### src/rtl/chunked_subtractor.sv
// Multi-cycle subtractor: diff = a - b - b_in, CHUNK bits per cycle, LSB chunk first.
// Optional signed-overflow output ovf enabled by defining SUB_OVERFLOW_EN.
module chunked_subtractor #(
    parameter int WIDTH = 64,
    parameter int CHUNK = 16
) (
    input  logic             clk,
    input  logic             rst,
    input  logic             in_valid,
    output logic             in_ready,
    input  logic [WIDTH-1:0] a,
    input  logic [WIDTH-1:0] b,
    input  logic             b_in,
    output logic             out_valid,
    input  logic             out_ready,
    output logic [WIDTH-1:0] diff,
`ifdef SUB_OVERFLOW_EN
    output logic             ovf,
`endif
    output logic             b_out
);

    localparam int NCHUNK = WIDTH / CHUNK;
    localparam int CW     = (NCHUNK > 1) ? $clog2(NCHUNK) : 1;

    typedef enum logic [1:0] {
        IDLE,
        BUSY,
        DONE
    } state_t;

    state_t           state;
    state_t           state_next;

    logic [WIDTH-1:0] work_a;
    logic [WIDTH-1:0] work_b;
    logic [WIDTH-1:0] work_diff;
    logic             borrow;
    logic [CW-1:0]    chunk_idx;

    logic [CHUNK-1:0] a_chunk;
    logic [CHUNK-1:0] b_chunk;
    logic [CHUNK-1:0] d_chunk;
    logic             borrow_next;
    logic [WIDTH-1:0] diff_merged;
    logic             last_chunk;
    int               chunk_base;

    always_ff @(posedge clk) begin
        if (rst) begin
            state <= IDLE;
        end else begin
            state <= state_next;
        end
    end

    always_comb begin
        state_next = state;
        in_ready   = 1'b0;
        out_valid  = 1'b0;
        case (state)
            IDLE: begin
                in_ready = 1'b1;
                if (in_valid) begin
                    state_next = BUSY;
                end
            end
            BUSY: begin
                if (last_chunk) begin
                    state_next = DONE;
                end
            end
            DONE: begin
                out_valid = 1'b1;
                if (out_ready) begin
                    state_next = IDLE;
                end
            end
            default: state_next = IDLE;
        endcase
    end

    // One chunk of the borrow chain; the extra top bit of the difference is the borrow-out.
    always_comb begin
        chunk_base  = int'(chunk_idx) * CHUNK;
        a_chunk     = work_a[chunk_base +: CHUNK];
        b_chunk     = work_b[chunk_base +: CHUNK];
        {borrow_next, d_chunk} = {1'b0, a_chunk} - {1'b0, b_chunk} - (CHUNK + 1)'(borrow);
        diff_merged = work_diff;
        diff_merged[chunk_base +: CHUNK] = d_chunk;
    end

    assign last_chunk = (chunk_idx == CW'(NCHUNK - 1));

    always_ff @(posedge clk) begin
        if (rst) begin
            work_a    <= '0;
            work_b    <= '0;
            work_diff <= '0;
            borrow    <= 1'b0;
            chunk_idx <= '0;
            diff      <= '0;
            b_out     <= 1'b0;
`ifdef SUB_OVERFLOW_EN
            ovf       <= 1'b0;
`endif
        end else begin
            case (state)
                IDLE: begin
                    if (in_valid) begin
                        work_a    <= a;
                        work_b    <= b;
                        work_diff <= '0;
                        borrow    <= b_in;
                        chunk_idx <= '0;
                    end
                end
                BUSY: begin
                    work_diff <= diff_merged;
                    borrow    <= borrow_next;
                    if (last_chunk) begin
                        chunk_idx <= '0;
                        diff      <= diff_merged;
                        b_out     <= borrow_next;
`ifdef SUB_OVERFLOW_EN
                        // Overflow only possible when operand signs differ.
                        ovf       <= (work_a[WIDTH-1] != work_b[WIDTH-1]) &&
                                     (diff_merged[WIDTH-1] != work_a[WIDTH-1]);
`endif
                    end else begin
                        chunk_idx <= chunk_idx + CW'(1);
                    end
                end
                default: ;
            endcase
        end
    end

endmodule
### config.mk
export PLATFORM = sky130hd
export DESIGN_NAME = chunked_subtractor
export DESIGN_NICKNAME = d
export VERILOG_FILES = /design/src/rtl/chunked_subtractor.sv
export SDC_FILE = /design/constraint.sdc
export NUM_CORES = 1
export LEC_CHECK = 0
export CAP_MARGIN = 10
export CORE_MARGIN = 2
export CORE_UTILIZATION = 40
export CTS_CLUSTER_SIZE = 12
export DETAILED_ROUTE_END_ITERATION = 6
export SYNTH_ARGS = -nofsm -noshare
export SYNTH_HDL_FRONTEND = slang
export SYNTH_SLANG_ARGS = --single-unit
### constraint.sdc
create_clock -name clk -period 11.25 [get_ports clk]
set_input_delay 1.125 -clock clk [delete_from_list [all_inputs] [get_ports clk]]
set_output_delay 1.125 -clock clk [all_outputs]
set_load 0.01 [all_outputs]
# After elaboration in Yosys (flattened, before gate mapping)
# Index checks and enable logic that the tools add are counted.
dict set report word_totals {
  latch_bits 0
  rom_bits 0
  memories 0
  reg_bits 262
  word_cells 42
  ramBits 0
}
dict set report op_classes {
  mux 14
  n_shift 4
  reduce_logical 6
  n_div 0
  n_addsub 4
  multipliers 0
  bitwise 0
  magnitude_cmp 0
  n_eq_ne 6
}
# operator count
set ops {}
lappend ops {{one-hot mux 64 bit (2 select lines)} 1}
lappend ops {{indexed part select 64 x 7 -> 16 bit} 2}
lappend ops {{bitwise mux 64 bit} 1}
lappend ops {{2-to-1 mux 64 bit} 1}
lappend ops {{variable shift 16 x 33 -> 64 bit, first input constant} 1}
lappend ops {{indexed part select 16 x 33 -> 64 bit} 1}
lappend ops {{negator 6 -> 33 bit} 1}
lappend ops {{subtractor 16 x 16 -> 17 bit} 1}
lappend ops {{subtractor 17 x 1 -> 17 bit} 1}
lappend ops {{2-to-1 mux 2 bit} 5}
lappend ops {{!= test 2 bit, second input constant} 3}
lappend ops {{one-hot mux 2 bit (3 select lines)} 1}
lappend ops {{AND reduction 2 bit} 3}
lappend ops {{equality test 2 bit, second input constant} 2}
lappend ops {{one-hot mux 2 bit (2 select lines)} 1}
lappend ops {{2-to-1 mux 1 bit} 3}
lappend ops {{AND reduction 3 bit} 1}
lappend ops {{adder 2 x 1 -> 2 bit, second input constant} 1}
lappend ops {{equality test 2 x 1 -> 1 bit, second input constant} 1}
lappend ops {{zero test 2 bit} 1}
lappend ops {{one-hot mux 1 bit (2 select lines)} 1}
lappend ops {{nonzero test 2 bit} 1}

# Depth between registers and ports, before layout
# Gate-level depths: netlist of the first run.
dict set report depth {
  depth_word 6
  mapped_depth 15
  ltp_nobuf 11
}

# Worst setup path after synthesis of the first run
# OpenSTA, ideal clock, no wires.
dict set report synth_timing {
  path_type {register to register}
  from {register chunk_idx[0]}
  to {register diff[46]}
  path_buffers 2
  setup_ns 0.063
  path_stages_with_launch 14
  required_time_ns 11.187
  setup_slack_ns 6.946
  period_less_slack_ns 4.304
  arrival_ns 4.241
  cell_sequence {dfxtp_1 -> buf_1 -> buf_1 -> mux4_2 -> inv_1 -> fa_1 -> inv_1 -> fa_1 -> and3b_1 -> o21ai_0 -> o21a_1 -> a211oi_2 -> or4b_2 -> nand3_1}
}
dict set report synth_between {
  elab_chain_len 5
  elab_cells_between_ends 10
  classes_between {add/sub: 3; eq/ne: 1; shift: 4; mux: 1; reduce/logical: 1}
}
# item line
set synth_rtl {}
lappend synth_rtl {{from (decl)} 39} ;# logic [CW-1:0] chunk_idx;
lappend synth_rtl {{from (signal assigned)} 131} ;# chunk_idx <= chunk_idx + CW'(1);
lappend synth_rtl {{indexed part select 64 x 7 -> 16 bit, on equally long branches} {86, 87}}
lappend synth_rtl {{subtractor 16 x 16 -> 17 bit} 88} ;# {borrow_next, d_chunk} = {1'b0, a_chunk} - {1'b0, b_chunk} - (CHUNK + 1)'(borrow);
lappend synth_rtl {{subtractor 17 x 1 -> 17 bit} 88}
lappend synth_rtl {{indexed part select 16 x 33 -> 64 bit} 90} ;# diff_merged[chunk_base +: CHUNK] = d_chunk;
lappend synth_rtl {{bitwise mux 64 bit} 90}
lappend synth_rtl {{to (signal assigned)} 123} ;# diff <= diff_merged;
lappend synth_rtl {{to (decl)} 16} ;# output logic [WIDTH-1:0] diff,
# Parallel ways exist; a longest one is shown, timed or not.
# A chain may end at the register's enable or synchronous reset.

# Worst setup path in the final report of the first run
dict set report layout_timing {
  from {register chunk_idx[0]}
  to {register work_diff[46]}
}
dict set report layout_between {
  elab_chain_len 6
  elab_cells_between_ends 9
  classes_between {add/sub: 3; shift: 4; mux: 2}
}
# item line
set layout_rtl {}
lappend layout_rtl {{indexed part select 64 x 7 -> 16 bit, on equally long branches} {86, 87}}
lappend layout_rtl {{subtractor 16 x 16 -> 17 bit} 88}
lappend layout_rtl {{subtractor 17 x 1 -> 17 bit} 88}
lappend layout_rtl {{indexed part select 16 x 33 -> 64 bit} 90}
lappend layout_rtl {{bitwise mux 64 bit (*)} 90}
lappend layout_rtl {{one-hot mux 64 bit (2 select lines) (*)} 108} ;# case (state)
lappend layout_rtl {{to (signal assigned)} 119} ;# work_diff <= diff_merged;
lappend layout_rtl {{to (decl)} 37} ;# logic [WIDTH-1:0] work_diff;
# Mark *: on every way between the ends. The rest lies on a longest branch, timed or not.

==> results of run 1 <==
-- worst max path at each step --
stage,startpoint,to,depth (start not counted)
final,chunk_idx[0]$_SDFFE_PP0P_,work_diff[46]$_SDFFE_PP0P_,11
after global routing,chunk_idx[0]$_SDFFE_PP0P_,work_diff[26]$_SDFFE_PP0P_,12
after CTS,chunk_idx[0]$_SDFFE_PP0P_,work_diff[30]$_SDFFE_PP0P_,11
after detailed placement,chunk_idx[0]$_SDFFE_PP0P_,work_diff[14]$_SDFFE_PP0P_,11
after global placement,chunk_idx[0]$_SDFFE_PP0P_,work_diff[30]$_SDFFE_PP0P_,11
after floorplan,chunk_idx[0]$_SDFFE_PP0P_,diff[46]$_SDFFE_PP0P_,13
-- layer usage --
layer | vias up | track usage [%] | part of all wire [%]
met4 | 0 | 7.92 | 2.9
met5 | - | 0 | 0
met1 | 5207 | 32.8 | 45
li1 | 5325 | - | -
met2 | 397 | 34.8 | 44
met3 | 69 | 4.34 | 7.9
-- layout by cell type (no fill, tap or decap), drive strengths merged, types with 29 or more instances in the layout --
master | Yosys | final
nand2 | 328 | 328
dfxtp | 262 | 262
a21oi | 207 | 207
clkdlybuf4s50 | 0 | 198
nor2 | 90 | 90
o21ai | 58 | 58
inv | 55 | 57
clkbuf | 87 | 41
ha | 34 | 34
mux4 | 32 | 32
a22o | 32 | 32
nand3 | 29 | 29
nor3 | 29 | 29
-- registers in the layout (all words and copies together) (netlist names) --
name       count
b_out          1
borrow         1
chunk_idx      2
diff          64
state          2
work_a        64
work_b        64
work_diff     64
-- tightest hold or removal path: cells and delay by family, from the launching register on --
| kind | cells | cell delay (ns) |
|---|---|---|
| flip-flops | 1 | 0.31 |
| AND/OR/NAND/NOR | 1 | 0.05 |
| AO/OA/AOI/OAI | 1 | 0.05 |
-- through the flow --
stage / power [mW] / cells
final: 2.44 / 1990
after global routing: 2.54 / 1990
after CTS: 2.45 / 1990
after detailed placement: 1.51 / 1941
after global placement: 1.51 / 1941
after floorplan: 1.33 / 1439
-- kinds of logic (layout without fill, tap and decap cells) --
kind of cell / after synthesis / in the layout / synth area share, %
buffers and inverters: 160 / 321 / 5.07
multiplexers: 43 / 43 / 6.94
flip-flops: 262 / 262 / 43.8
AND/OR/NAND/NOR: 531 / 531 / 18.9
AO/OA/AOI/OAI: 395 / 395 / 20.5
adder cells (fa/ha/maj): 36 / 36 / 3.89
XOR/XNOR: 12 / 12 / 0.878
-- report_power, final --
part | leakage, nW | switching (mW) | internal, mW | total (mW)
registers | 2.13 | 0.0193 | 0.964 | 0.983
clock network | 0.459 | 0.376 | 0.562 | 0.937
logic | 3.14 | 0.332 | 0.185 | 0.517
total | 5.73 | 0.727 | 1.71 | 2.44
-- layout make-up --
type | count | area [sq um]
flip-flops and latches | 262 | 5250
multi-input cells | 1017 | 6150
repair buffers | 217 | 2130
inverters | 55 | 206
well taps | 390 | 488
clock buffers | 41 | 841
fillers | 2838 | 14400
clock inverters | 8 | 103
==> impl_metrics.ini, run 1 <==
[status]
outcome = completed

[clock_tree]
max-clock-path-buffers = 3
clock_latency_ns = 0.55
path_clk_slew_ns = 0.06
clock-sinks = 262
cts_max_level = 1
holdBufCountCts = 0
root_buffer = clkbuf_16
tritoncts = built
cts_buffers = 29
postCtsSetupRepairBufs = 0
cts_resized = 0

[place]
placed_area_sq_mm = 0.0142
pre_cts_ws_ns = 6.88
routabilityCongestion = 0.889
hpwlAfterDp_microns = 25300
io_buffers = 199

[worst_hold_path]
hold_start = work_a[49]$_SDFFE_PP0P_
hold-path-endpoint = work_a[49]$_SDFFE_PP0P_
hold_class = reg2reg
hold_depth = 2

[detailed_routing]
wl_microns = 36500
wl_per_cell_microns = 18.4
drt_pass1_iterations = 5
post_drt_via_cell_ratio = 5.53
postRouteAntennaNets = 0
route.detailed.drc = 0
vias = 11000
drt_iter0_drc = 1119

[synthesis]
synth_cells = 1439
synth.distinct_cells = 56
synth_edf_count = 0
avgSynthCellArea_sq_um = 8.31
syn-cell-area_sq_mm = 0.0120
ys_seq_elements = 262
synth_largest_area_cell = dfxtp_1
yosysWarningCount = 0
synth_most_common_cell = nand2_1
ys_top_cells_by_count = 328 x nand2_1, 262 x dfxtp_1, 207 x a21oi_1, 90 x nor2_1, 87 x clkbuf_1
async_flop_share_pct = 0
ys_seq_area_share_pct = 43.8
synth_top_flop_cell = dfxtp_1
synth_top_area_share_pct = 43.8
syn-num-nets = 1608
synth_area_leaders = dfxtp_1 44%, nand2_1 10%, a21oi_1 8.7%

[final_layout]
final_util_pct = 51.3
diodes = 0
nets = 1751
syn_to_final_growth_pct = 26.7
postLayoutCellArea_sq_mm = 0.0152
drive_gt1_share_pct = 7.06

[floorplan]
coreArea_sq_mm = 0.0296
die_area_sq_mm = 0.0313
io_pins = 200
initial_core_util_pct = 40.5
dieWidth_microns = 177
rows = 63
die_h_microns = 177

[critical_path]
path_cells = buf_4 -> mux4_2 -> ha_1 -> inv_1 -> ha_1 -> and2_1 -> and3_1 -> a221o_1 -> a211oi_2 -> xnor2_1 -> a22o_1
crit_family = compound AO/OA/AOI/OAI gates
r2r_setup_slack_ns = 6.90
reg2reg_depth = 11
worstPathBufferInverterCount = 2
crit_path_frequent_cell = ha_1
path_class = reg2reg
cp_data_arrival_time_ns = 4.79
cp_slowest_cell = buf_4
endpoint_kind = flop
worst_setup_path_start_kind = flop
reg2reg_to = work_diff[46]$_SDFFE_PP0P_
critPathMaxStageDelay_ns = 0.61
worstPathMaxFanout = 44
r2r-start = chunk_idx[0]$_SDFFE_PP0P_
crit_required_ns = 11.69

[timing]
setup_violations = 0
min_period_ns = 4.35
tightestPinTransition_ns = 1.30
slew_headroom_pct = 12.4
fmax_mhz = 230
setup_slack_ns = 6.90
slew_viol_final = 0
tns_ns = 0
hold_ws_ns = 0.451
fin_skew_ns = 0.0127
rsz0062_at_grt = false
post-route-period-util_pct = 38.7
hold_violations = 0

[pwr]
power_density_mw_per_mm2 = 161
leakage_nw = 5.73
peakVddDrop_v = 0.000110

[global_route]
grt_util_all_layers_pct = 23.0
grt_pass1_wl_microns = 57100
grt_max_degree = 96
gr-total-overflow = 0
grt_pass1_vias = 10300
antenna_found_initial = 0

[job]
maxCapViolations = 0
(Power assumes the default switching activity.)
==> run 2: changes to the inputs <==
Clock period 11.25 ns to 4.4 ns, I/O delays scaled along.
==> run 2 against run 1 <==
Effect of this change: first-iteration DRC count fell by 13%; final cell count increased by 1.3%; cell area increased by 1.2%; via count fell by 0.16%; critical path type unchanged; largest cell class unchanged.
==> impl_metrics.ini, run 2 (synthesis results as in run 1) <==
[critical_path]
worst_setup_path_start_kind = flop
endpoint_kind = flop
r2r-start = chunk_idx[0]$_SDFFE_PP0P_
cp-startpoint = chunk_idx[0]$_SDFFE_PP0P_
path_class = reg2reg
worstPathMaxFanout = 14
crit_required_ns = 4.87
cp_data_arrival_time_ns = 4.49

[timing]
hold_violations = 0
tightestPinTransition_ns = 1.18
hold_ws_ns = 0.441
rsz0062_at_grt = false
setup_violations = 0
slew_viol_final = 0
fmax_mhz = 249
slew_headroom_pct = 21.7
min_period_ns = 4.01
setup_slack_ns = 0.386
fin_skew_ns = 0.0221
tns_ns = 0
post-route-period-util_pct = 91.2

[detailed_routing]
wl_per_cell_microns = 18.5
wl_microns = 37300
vias = 11000
post_drt_via_cell_ratio = 5.45
route.detailed.drc = 0
postRouteAntennaNets = 0
drt_pass1_iterations = 5
drt_iter0_drc = 971

[clock_tree]
cts_resized = 0
max-clock-path-buffers = 3
cts_buffers = 29
cts_max_level = 1
path_clk_slew_ns = 0.06
clock_latency_ns = 0.54
tritoncts = built
postCtsSetupRepairBufs = 0
clock-sinks = 262
holdBufCountCts = 0
root_buffer = clkbuf_16

[final_layout]
syn_to_final_growth_pct = 28.2
nFillCells = 2860
layout_common_cells = 326 x nand2_1, 260 x dfxtp_1, 207 x a21oi_1
layout_commonest_cell = nand2_1
nets = 1773
diodes = 0
postLayoutCellArea_sq_mm = 0.0153
drive_gt1_share_pct = 8.06
final_util_pct = 51.9

[global_route]
grt_max_degree = 114
grt_pass1_wl_microns = 57700
antenna_found_initial = 0
gr-total-overflow = 0
grt_pass1_vias = 10300
grt_util_all_layers_pct = 23.2

[floorplan]
initial_core_util_pct = 40.5
die_area_sq_mm = 0.0313
coreArea_sq_mm = 0.0296
die_h_microns = 177
rows = 63
dieWidth_microns = 177
io_pins = 200

[worst_hold_path]
hold_start = a[30]
hold_class = in2reg

[pwr]
leakage_nw = 5.85
peakVddDrop_v = 0.000310
power_density_mw_per_mm2 = 414

[place]
routabilityCongestion = 0.865
placed_area_sq_mm = 0.0144
hpwlAfterDp_microns = 25900
pre_cts_ws_ns = 0.413
io_buffers = 199

[job]
maxCapViolations = 0

[status]
outcome = completed
## run 2: cell types whose count changed in the layout (fill, tap and decap cells not counted), sizes merged
cell / previous run / this run
clkbuf: 41 / 49
inv: 57 / 56
clkinvlp: 2 / 0
buf: 19 / 41
clkinv: 2 / 1
## run 2: routing by layer
metal / global-route usage (%) / vias up / part of all wire (%)
li1: - / 5366 / -
met1: 33.4 / 5179 / 46
met2: 36.8 / 382 / 46
met3: 3.18 / 53 / 6.5
met4: 5.37 / 0 / 1.9
met5: 0 / - / 0
## run 2: final timing paths
kind	slack (ns)	endpoint	depth (start not counted)
worst min register to register	0.45	work_b[51]$_SDFFE_PP0P_	2
worst min-delay path	0.44	work_a[30]$_SDFFE_PP0P_	3
worst max-delay path	0.39	diff[62]$_SDFFE_PP0P_	12
worst max register to register	0.39	diff[62]$_SDFFE_PP0P_	12
## run 2: where the power goes
group | switching, mW | internal [mW]
Clock | 0.972 | 1.45
Combinational | 0.867 | 0.534
Sequential | 0.0551 | 2.46
Total | 1.89 | 4.45
## run 2: per-stage QoR
step,total power [mW],std cells
2_1_floorplan,3.41,1439
6_report,6.34,2016
5_1_grt,6.59,2016
3_5_place_dp,3.94,1963
4_1_cts,6.35,2016
3_3_place_gp,3.94,1963
## run 2: final cells by class
cell class,instances,area (sq um),share of cell area [%]
multi-input combinational,1017,6150,40.1
sequential,262,5250,34.2
timing repair buffer,239,2310,15.0
clock buffer,49,871,5.68
tap,390,488,3.18
inverter,55,206,1.35
clock inverter,4,73.8,0.481
## run 2: critical path, cell delays in order, from the launching register on
cell and delay (ns):
dfxtp_2 0.66, mux4_2 0.57, inv_1 0.09, fa_1 0.21, inv_1 0.07, fa_1 0.43, and3b_1 0.20, o21ai_0 0.38
o21a_1 0.33, a211oi_2 0.11, buf_4 0.18, or4b_2 0.64, nand3_1 0.10
